===== src/rtl/alu_arb_pkg.sv =====
// Shared types and constants for the two-requester ALU arbiter.
//   state_e : arbiter FSM states (IDLE, EXEC, RESP)
//   ALU_*   : ALU operation codes carried on the ctrl fields
package alu_arb_pkg;

  localparam int unsigned CTRL_W  = 3;
  localparam int unsigned NUM_REQ = 2;

  typedef enum logic [1:0] {
    IDLE = 2'd0,
    EXEC = 2'd1,
    RESP = 2'd2
  } state_e;

  localparam logic [CTRL_W-1:0] ALU_ADD   = 3'b000;
  localparam logic [CTRL_W-1:0] ALU_PASSB = 3'b001;
  localparam logic [CTRL_W-1:0] ALU_AND   = 3'b010;
  localparam logic [CTRL_W-1:0] ALU_OR    = 3'b011;
  localparam logic [CTRL_W-1:0] ALU_SLT   = 3'b101;

  // One-hot response-valid pattern for a given owner index.
  function automatic logic [NUM_REQ-1:0] owner_onehot(input logic owner);
    return owner ? 2'b10 : 2'b01;
  endfunction

endpackage


===== src/rtl/alu_arbiter_if.sv =====
// Bundle of all requester, response and ALU-side signals of alu_arbiter.
//   slave  : view taken by the arbiter
//   master : view taken by requesters / responders / ALU
interface alu_arbiter_if #(
  parameter int unsigned DATA_WIDTH = 32
);

  logic                  req0_valid;
  logic                  req0_ready;
  logic [DATA_WIDTH-1:0] req0_op1;
  logic [DATA_WIDTH-1:0] req0_op2;
  logic [2:0]            req0_ctrl;

  logic                  req1_valid;
  logic                  req1_ready;
  logic [DATA_WIDTH-1:0] req1_op1;
  logic [DATA_WIDTH-1:0] req1_op2;
  logic [2:0]            req1_ctrl;

  logic                  rsp0_valid;
  logic                  rsp0_ready;
  logic [DATA_WIDTH-1:0] rsp0_result;
  logic                  rsp0_zero;

  logic                  rsp1_valid;
  logic                  rsp1_ready;
  logic [DATA_WIDTH-1:0] rsp1_result;
  logic                  rsp1_zero;

  logic [DATA_WIDTH-1:0] alu_op1;
  logic [DATA_WIDTH-1:0] alu_op2;
  logic [2:0]            alu_ctrl;
  logic [DATA_WIDTH-1:0] alu_sum;
  logic                  alu_zero;

  modport slave (
    input  req0_valid, req0_op1, req0_op2, req0_ctrl,
    input  req1_valid, req1_op1, req1_op2, req1_ctrl,
    input  rsp0_ready, rsp1_ready,
    input  alu_sum, alu_zero,
    output req0_ready, req1_ready,
    output rsp0_valid, rsp0_result, rsp0_zero,
    output rsp1_valid, rsp1_result, rsp1_zero,
    output alu_op1, alu_op2, alu_ctrl
  );

  modport master (
    output req0_valid, req0_op1, req0_op2, req0_ctrl,
    output req1_valid, req1_op1, req1_op2, req1_ctrl,
    output rsp0_ready, rsp1_ready,
    output alu_sum, alu_zero,
    input  req0_ready, req1_ready,
    input  rsp0_valid, rsp0_result, rsp0_zero,
    input  rsp1_valid, rsp1_result, rsp1_zero,
    input  alu_op1, alu_op2, alu_ctrl
  );

endinterface


===== src/rtl/rr_arbiter2.sv =====
// Two-way round-robin arbiter: the requester named by ptr wins when valid,
// otherwise the other one wins if valid.
//   valid[1:0] : request vector
//   ptr        : preferred requester index
//   grant[1:0] : one-hot grant (all zero when nobody is valid)
module rr_arbiter2 (
  input  logic [1:0] valid,
  input  logic       ptr,
  output logic [1:0] grant
);

  always_comb begin
    grant = '0;
    if (valid[ptr]) begin
      grant[ptr] = 1'b1;
    end else if (valid[~ptr]) begin
      grant[~ptr] = 1'b1;
    end
  end

endmodule


===== src/rtl/alu_arbiter.sv =====
// Shares one combinational ALU between two requesters.
// Sequence per operation: IDLE (grant/accept) -> EXEC (capture ALU) -> RESP
// (hold response until the owner's rsp ready). Fairness is round robin: after
// each completed response the pointer moves to the non-owner.
//   clk, rst : clock, asynchronous active-high reset
//   bus      : requester, response and ALU-side signals (slave view)
module alu_arbiter
  import alu_arb_pkg::*;
#(
  parameter int unsigned DATA_WIDTH = 32
) (
  input  logic             clk,
  input  logic             rst,
  alu_arbiter_if.slave     bus
);

  state_e                state_q, state_n;
  logic                  ptr_q;
  logic                  owner_q;
  logic [DATA_WIDTH-1:0] op1_q, op2_q;
  logic [CTRL_W-1:0]     ctrl_q;
  logic [NUM_REQ-1:0]    rsp_valid_q;
  logic [DATA_WIDTH-1:0] result0_q, result1_q;
  logic                  zero0_q, zero1_q;

  logic [NUM_REQ-1:0]    valid_vec;
  logic [NUM_REQ-1:0]    grant;
  logic [NUM_REQ-1:0]    ready_c;
  logic                  accept_c;
  logic                  done_c;
  logic                  owner_ready;

  logic [DATA_WIDTH-1:0] sel_op1, sel_op2;
  logic [CTRL_W-1:0]     sel_ctrl;

  assign valid_vec = {bus.req1_valid, bus.req0_valid};

  rr_arbiter2 u_rr (
    .valid (valid_vec),
    .ptr   (ptr_q),
    .grant (grant)
  );

  // Operand mux driven by the winning grant.
  assign sel_op1  = grant[1] ? bus.req1_op1  : bus.req0_op1;
  assign sel_op2  = grant[1] ? bus.req1_op2  : bus.req0_op2;
  assign sel_ctrl = grant[1] ? bus.req1_ctrl : bus.req0_ctrl;

  assign owner_ready = owner_q ? bus.rsp1_ready : bus.rsp0_ready;

  // Next-state and handshake decode; ready is only offered in IDLE outside reset.
  always_comb begin
    state_n  = state_q;
    ready_c  = '0;
    accept_c = 1'b0;
    done_c   = 1'b0;
    case (state_q)
      IDLE: begin
        if (!rst) begin
          ready_c = grant;
          if (|grant) begin
            accept_c = 1'b1;
            state_n  = EXEC;
          end
        end
      end
      EXEC: state_n = RESP;
      RESP: begin
        if (owner_ready) begin
          done_c  = 1'b1;
          state_n = IDLE;
        end
      end
      default: state_n = IDLE;
    endcase
  end

  always_ff @(posedge clk or posedge rst) begin
    if (rst) begin
      state_q <= IDLE;
    end else begin
      state_q <= state_n;
    end
  end

  // Operand, owner, pointer and response registers.
  always_ff @(posedge clk or posedge rst) begin
    if (rst) begin
      ptr_q       <= 1'b0;
      owner_q     <= 1'b0;
      op1_q       <= '0;
      op2_q       <= '0;
      ctrl_q      <= '0;
      rsp_valid_q <= '0;
      result0_q   <= '0;
      result1_q   <= '0;
      zero0_q     <= 1'b0;
      zero1_q     <= 1'b0;
    end else begin
      if (accept_c) begin
        op1_q   <= sel_op1;
        op2_q   <= sel_op2;
        ctrl_q  <= sel_ctrl;
        owner_q <= grant[1];
      end
      // Capture into the owner's slot; the non-owner slot is cleared so it reads 0.
      if (state_q == EXEC) begin
        rsp_valid_q <= owner_onehot(owner_q);
        if (owner_q) begin
          result0_q <= '0;
          zero0_q   <= 1'b0;
          result1_q <= bus.alu_sum;
          zero1_q   <= bus.alu_zero;
        end else begin
          result0_q <= bus.alu_sum;
          zero0_q   <= bus.alu_zero;
          result1_q <= '0;
          zero1_q   <= 1'b0;
        end
      end
      if (done_c) begin
        rsp_valid_q <= '0;
        ptr_q       <= ~owner_q;
      end
    end
  end

  assign bus.req0_ready  = ready_c[0];
  assign bus.req1_ready  = ready_c[1];

  assign bus.rsp0_valid  = rsp_valid_q[0];
  assign bus.rsp1_valid  = rsp_valid_q[1];
  assign bus.rsp0_result = result0_q;
  assign bus.rsp1_result = result1_q;
  assign bus.rsp0_zero   = zero0_q;
  assign bus.rsp1_zero   = zero1_q;

  assign bus.alu_op1     = op1_q;
  assign bus.alu_op2     = op2_q;
  assign bus.alu_ctrl    = ctrl_q;

endmodule


===== src/flat_wrapper.sv =====
// flat-port wrapper written by rule: the top's interface ports become plain ports
module alu_arbiter_flat import alu_arb_pkg::*;
#(
  parameter int unsigned DATA_WIDTH = 32
)
  (clk, rst, bus_req0_valid, bus_req0_op1, bus_req0_op2, bus_req0_ctrl, bus_req1_valid, bus_req1_op1, bus_req1_op2, bus_req1_ctrl, bus_rsp0_ready, bus_rsp1_ready, bus_alu_sum, bus_alu_zero, bus_req0_ready, bus_req1_ready, bus_rsp0_valid, bus_rsp0_result, bus_rsp0_zero, bus_rsp1_valid, bus_rsp1_result, bus_rsp1_zero, bus_alu_op1, bus_alu_op2, bus_alu_ctrl);
  alu_arbiter_if #(.DATA_WIDTH(DATA_WIDTH)) bus_i ();
  input  logic clk;
  input  logic rst;
  input wire logic [$bits(bus_i.req0_valid)-1:0] bus_req0_valid;
  input wire logic [$bits(bus_i.req0_op1)-1:0] bus_req0_op1;
  input wire logic [$bits(bus_i.req0_op2)-1:0] bus_req0_op2;
  input wire logic [$bits(bus_i.req0_ctrl)-1:0] bus_req0_ctrl;
  input wire logic [$bits(bus_i.req1_valid)-1:0] bus_req1_valid;
  input wire logic [$bits(bus_i.req1_op1)-1:0] bus_req1_op1;
  input wire logic [$bits(bus_i.req1_op2)-1:0] bus_req1_op2;
  input wire logic [$bits(bus_i.req1_ctrl)-1:0] bus_req1_ctrl;
  input wire logic [$bits(bus_i.rsp0_ready)-1:0] bus_rsp0_ready;
  input wire logic [$bits(bus_i.rsp1_ready)-1:0] bus_rsp1_ready;
  input wire logic [$bits(bus_i.alu_sum)-1:0] bus_alu_sum;
  input wire logic [$bits(bus_i.alu_zero)-1:0] bus_alu_zero;
  output wire logic [$bits(bus_i.req0_ready)-1:0] bus_req0_ready;
  output wire logic [$bits(bus_i.req1_ready)-1:0] bus_req1_ready;
  output wire logic [$bits(bus_i.rsp0_valid)-1:0] bus_rsp0_valid;
  output wire logic [$bits(bus_i.rsp0_result)-1:0] bus_rsp0_result;
  output wire logic [$bits(bus_i.rsp0_zero)-1:0] bus_rsp0_zero;
  output wire logic [$bits(bus_i.rsp1_valid)-1:0] bus_rsp1_valid;
  output wire logic [$bits(bus_i.rsp1_result)-1:0] bus_rsp1_result;
  output wire logic [$bits(bus_i.rsp1_zero)-1:0] bus_rsp1_zero;
  output wire logic [$bits(bus_i.alu_op1)-1:0] bus_alu_op1;
  output wire logic [$bits(bus_i.alu_op2)-1:0] bus_alu_op2;
  output wire logic [$bits(bus_i.alu_ctrl)-1:0] bus_alu_ctrl;
  assign bus_i.req0_valid = bus_req0_valid;
  assign bus_i.req0_op1 = bus_req0_op1;
  assign bus_i.req0_op2 = bus_req0_op2;
  assign bus_i.req0_ctrl = bus_req0_ctrl;
  assign bus_i.req1_valid = bus_req1_valid;
  assign bus_i.req1_op1 = bus_req1_op1;
  assign bus_i.req1_op2 = bus_req1_op2;
  assign bus_i.req1_ctrl = bus_req1_ctrl;
  assign bus_i.rsp0_ready = bus_rsp0_ready;
  assign bus_i.rsp1_ready = bus_rsp1_ready;
  assign bus_i.alu_sum = bus_alu_sum;
  assign bus_i.alu_zero = bus_alu_zero;
  assign bus_req0_ready = bus_i.req0_ready;
  assign bus_req1_ready = bus_i.req1_ready;
  assign bus_rsp0_valid = bus_i.rsp0_valid;
  assign bus_rsp0_result = bus_i.rsp0_result;
  assign bus_rsp0_zero = bus_i.rsp0_zero;
  assign bus_rsp1_valid = bus_i.rsp1_valid;
  assign bus_rsp1_result = bus_i.rsp1_result;
  assign bus_rsp1_zero = bus_i.rsp1_zero;
  assign bus_alu_op1 = bus_i.alu_op1;
  assign bus_alu_op2 = bus_i.alu_op2;
  assign bus_alu_ctrl = bus_i.alu_ctrl;
  alu_arbiter #(.DATA_WIDTH(DATA_WIDTH)) u_core (.clk(clk), .rst(rst), .bus(bus_i));
endmodule

===== config.mk =====
export PLATFORM = sky130hd
export DESIGN_NAME = alu_arbiter_flat
export DESIGN_NICKNAME = d
export VERILOG_FILES = /design/src/rtl/alu_arb_pkg.sv /design/src/rtl/alu_arbiter_if.sv /design/src/rtl/rr_arbiter2.sv /design/src/rtl/alu_arbiter.sv /design/src/flat_wrapper.sv
export SDC_FILE = /design/constraint.sdc
export NUM_CORES = 1
export LEC_CHECK = 0
export ABC_CLOCK_PERIOD_IN_PS = 5330
export BUFFER_PORTS_ARGS = -buffer_cell sky130_fd_sc_hd__buf_2
export CAP_MARGIN = 20
export CORE_MARGIN = 2
export CORE_UTILIZATION = 46
export DETAILED_ROUTE_END_ITERATION = 12
export PLACE_DENSITY = 0.8
export SKIP_LAST_GASP = 1
export SYNTH_ARGS = -nofsm -noshare
export SYNTH_HDL_FRONTEND = slang
export SYNTH_HIERARCHICAL = 1
export SYNTH_SLANG_ARGS = --single-unit
export TNS_END_PERCENT = 10

===== constraint.sdc =====
create_clock -name clk -period 5.33 [get_ports clk]
set_input_delay 0.7995 -clock clk [delete_from_list [all_inputs] [get_ports clk]]
set_output_delay 0.7995 -clock clk [all_outputs]
set_load 0.05 [all_outputs]

==> impl_metrics.prom <==
# TYPE chip_impl_metric gauge
chip_impl_metric{name="period_minus_slack",unit="ns"} 2.42
chip_impl_metric{name="sequential_fraction_of_the_synthesis_area",unit="%"} 54.6
chip_impl_info{name="grt_setup_unrepaired",value="false"} 1
chip_impl_metric{name="chipHeight",unit="um"} 122
chip_impl_metric{name="route.detailed.vias_per_inst",unit=""} 4.81
chip_impl_metric{name="final-hold-violation-count",unit=""} 0
chip_impl_metric{name="data_arrival_time_at_the_worst_slack_endpoint",unit="ns"} 1.62
chip_impl_metric{name="placementRows",unit=""} 43
chip_impl_metric{name="total_via_count_in_the_routed_design",unit=""} 4945
chip_impl_metric{name="max_cap_viol_count",unit=""} 0
chip_impl_metric{name="ctsResizeCount",unit=""} 0
chip_impl_metric{name="clock_tree.htree_level_count",unit=""} 4
chip_impl_metric{name="boundaryPins",unit=""} 310
chip_impl_info{name="startpoint",value="u_core/state_q[0]"} 1
chip_impl_info{name="status",value="completed"} 1
chip_impl_metric{name="globalRouteTotalUtil",unit="%"} 22.0
chip_impl_metric{name="cp_data_required_time",unit="ns"} 4.53
chip_impl_metric{name="fillers",unit=""} 1127
chip_impl_metric{name="globalRoute.totalOverflow",unit=""} 0
chip_impl_metric{name="port_buffers",unit=""} 309
chip_impl_metric{name="core-area",unit="um2"} 13700
chip_impl_metric{name="clock-skew-final",unit="ns"} 0.00708
chip_impl_metric{name="finalSetupTns",unit="ns"} 0
chip_impl_metric{name="syn_nets",unit=""} 711
chip_impl_metric{name="yosys_warnings",unit=""} 6
chip_impl_metric{name="timing.reg2reg.worst_path_depth",unit=""} 5
chip_impl_metric{name="cts_buffers",unit=""} 17
chip_impl_metric{name="placed_cells_incl_taps",unit=""} 991
chip_impl_metric{name="cts.path.max_buffers",unit=""} 2
chip_impl_metric{name="clock-sinks",unit=""} 139
chip_impl_info{name="holdCritPathClass",value="reg -> reg"} 1
chip_impl_metric{name="drc_marker_count_from_the_first_detailed_route_iteration",unit=""} 283
chip_impl_metric{name="power.ir.vdd_worst",unit="mV"} 0.460
chip_impl_metric{name="worst_pin_slew",unit="ns"} 1.09
chip_impl_metric{name="powerDensity",unit="nW/um2"} 734
chip_impl_metric{name="maxSlewViolCount",unit=""} 0
chip_impl_metric{name="detailed_place_hpwl",unit="um"} 11500
chip_impl_info{name="r2r-end",value="u_core/bus.alu_op1[22]"} 1
chip_impl_metric{name="first_global_vias",unit=""} 4971
chip_impl_info{name="crit_end",value="bus_req1_ready"} 1
chip_impl_metric{name="worst_slew_margin_rel",unit="%"} 27.5
chip_impl_metric{name="initial_antenna_violation_count",unit=""} 3
chip_impl_metric{name="critPathMaxFanout",unit=""} 6
chip_impl_metric{name="wire_length_of_the_first_global_routing_pass",unit="um"} 25200
chip_impl_metric{name="period_share",unit="%"} 45.3
chip_impl_metric{name="routed_wirelength",unit="um"} 16100
chip_impl_info{name="cts_tree",value="done"} 1
chip_impl_metric{name="final_util",unit="%"} 62.2
chip_impl_metric{name="ant_nets",unit=""} 0
chip_impl_info{name="rr_startpoint",value="u_core/ptr_q"} 1
chip_impl_metric{name="area_growth_syn_to_layout",unit="%"} 34.0
chip_impl_metric{name="total_power",unit="mW"} 6.26
chip_impl_metric{name="floorplan.initialDensity",unit="%"} 46.4
chip_impl_metric{name="post_cts.repair.setup_buffers",unit=""} 0
chip_impl_metric{name="grt_max_degree",unit=""} 105
chip_impl_metric{name="f_max",unit="MHz"} 414
chip_impl_metric{name="mappedNetlistArea",unit="um2"} 6370
chip_impl_metric{name="dpl-instance-area",unit="um2"} 7960
chip_impl_metric{name="clock_insertion_delay_worst_skew",unit="ns"} 0.41
chip_impl_metric{name="ys_seq_elements",unit=""} 139
chip_impl_metric{name="final_cell_area",unit="um2"} 8540
chip_impl_metric{name="drt-pass1-iter-count",unit=""} 4
chip_impl_metric{name="synth_cells",unit=""} 538
chip_impl_metric{name="chip_width",unit="um"} 122
chip_impl_metric{name="gpl.final_weighted_congestion",unit=""} 0.743
chip_impl_metric{name="r2r_slack",unit="ns"} 3.09
chip_impl_metric{name="timing.final.setup_violations",unit=""} 0
chip_impl_info{name="clock-root-buffer",value="clkbuf_16"} 1
chip_impl_metric{name="avgRoutedWirePerCell",unit="um"} 15.7
chip_impl_metric{name="number_of_standard_cells_in_the_layout_taps_in_and_fillers_out",unit=""} 1027
chip_impl_info{name="criticalPathCategory",value="reg -> out"} 1
chip_impl_metric{name="num-nets-final",unit=""} 1004
chip_impl_metric{name="post_route_cells_drive_above_1_share",unit="%"} 57.3
chip_impl_metric{name="yosysUniqueCellTypes",unit=""} 24
chip_impl_info{name="cp-start-kind",value="flip-flop"} 1
chip_impl_metric{name="clk_pin_slew_worst_paths",unit="ns"} 0.05
chip_impl_metric{name="cts_hold_buffers",unit=""} 0
chip_impl_info{name="element_type_at_the_critical_path_end",value="output pin"} 1
chip_impl_metric{name="synth_area_per_cell",unit="um2"} 11.8
chip_impl_metric{name="power.static_leakage",unit="nW"} 4.35
chip_impl_metric{name="drc_viols",unit=""} 0
chip_impl_metric{name="design.die.area",unit="um2"} 14800
-- layer usage --
layer	routed length (um)	share of wire (%)	track usage, %	up-vias
met5	0	0	0	-
met4	351	2.2	8.41	0
met3	1170	7.3	6.60	26
met2	8110	50	37.5	179
met1	6460	40	26.2	2329
li1	-	-	-	2411
-- through the flow --
step,setup WS (ns),hold WS (ns)
after floorplan,0.806,0.490
after global placement,2.72,0.456
after detailed placement,2.69,0.465
after CTS,2.88,0.477
after global routing,2.79,0.498
final,2.91,0.471
-- cells in the mapped netlist --
cell type / count / share of area [%]
mux2_4: 19 / 4.5
clkbuf_1: 21 / 1.2
nand3b_1: 2 / 0.24
nor3_2: 1 / 0.16
o21a_1: 1 / 0.12
nor2_1: 1 / 0.059
inv_1: 5 / 0.29
a21oi_1: 3 / 0.24
buf_12: 3 / 0.94
a221oi_1: 1 / 0.14
and2_1: 1 / 0.098
nand2b_1: 34 / 3.3
nand2_1: 104 / 6.1
o21ai_0: 67 / 5.3
mux2_2: 115 / 20
buf_4: 6 / 0.71
dfrtp_1: 139 / 55
a21o_1: 1 / 0.12
a21boi_1: 2 / 0.24
buf_2: 7 / 0.55
mux2i_1: 1 / 0.16
buf_6: 2 / 0.35
nor2b_1: 1 / 0.098
a311oi_1: 1 / 0.14
-- worst min path at each step --
stage	depth (start not counted)	endpoint	from	slack (ns)
2_1_floorplan	2	u_core/ptr_q	u_core/ptr_q	0.49
3_3_place_gp	2	u_core/bus.rsp0_result[27]	u_core/bus.rsp0_result[27]	0.46
3_5_place_dp	2	u_core/bus.rsp0_result[7]	u_core/bus.rsp0_result[7]	0.46
4_1_cts	2	u_core/bus.rsp0_result[7]	u_core/bus.rsp0_result[7]	0.48
5_1_grt	2	u_core/bus.rsp1_result[10]	u_core/bus.rsp1_result[10]	0.50
6_report	2	u_core/bus.rsp0_result[1]	u_core/bus.rsp0_result[1]	0.47
-- area by class of cell --
cell class | instances | area, um2 | area share (%)
Clock buffer | 22 | 484 | 5.67
Timing Repair Buffer | 313 | 1590 | 18.6
Tap cell | 180 | 225 | 2.64
Clock inverter | 10 | 67.6 | 0.792
Antenna cell | 3 | 7.51 | 0.0880
Inverter | 5 | 23.8 | 0.279
Sequential cell | 139 | 3480 | 40.8
Multi-Input combinational cell | 355 | 2660 | 31.1
-- worst max-delay path: stages, from the launching register on --
cell and delay, ns:
dfrtp_1 0.47, nor3_2 0.27, and2_1 0.20, buf_2 0.27
-- placed cells by master (no fill, tap or decap), types with 2 or more instances in the layout --
master      netlist  layout
clkinvlp_4        0       4
nand2b_1         34      33
nand2_1         104     104
diode_2           0       3
mux2_2          115     115
dfrtp_1         139     138
o21ai_0          67      67
clkinv_4          0       2
buf_4             6       3
clkinv_2          0       4
clkbuf_8          0       4
mux2_4           19      19
clkbuf_16         0      17
buf_2             7     309
a21oi_1           3       3
nand3b_1          2       2
inv_1             5       4
-- power breakdown --
part           leakage [nW]  internal [mW]  switching, mW
logic                  2.36          0.916           2.45
registers              1.72           1.55          0.266
clock network         0.264          0.642          0.439
-- flip-flops by register name, summed over array words and instances, names as in the netlist --
name                    cells
u_core/bus.rsp0_zero        1
u_core/state_q              2
u_core/bus.alu_op2         32
u_core/bus.rsp0_result     32
u_core/bus.rsp1_zero        1
u_core/ptr_q                1
u_core/bus.alu_op1         32
u_core/bus.rsp1_result     32
u_core/rsp_valid_q          2
u_core/bus.alu_ctrl         3
u_core/owner_q              1
-- cells by family (layout without fill, tap and decap cells) --
kind of cell	count (synthesis)	in the layout	synth area share, %
mux	135	135	25.0
other cells	0	3	0
compound gates	76	76	6.25
simple gates	144	144	10.1
buf+inv	44	350	4.08
flops	139	139	54.6
No activity file was read; power rests on OpenSTA's default activity.
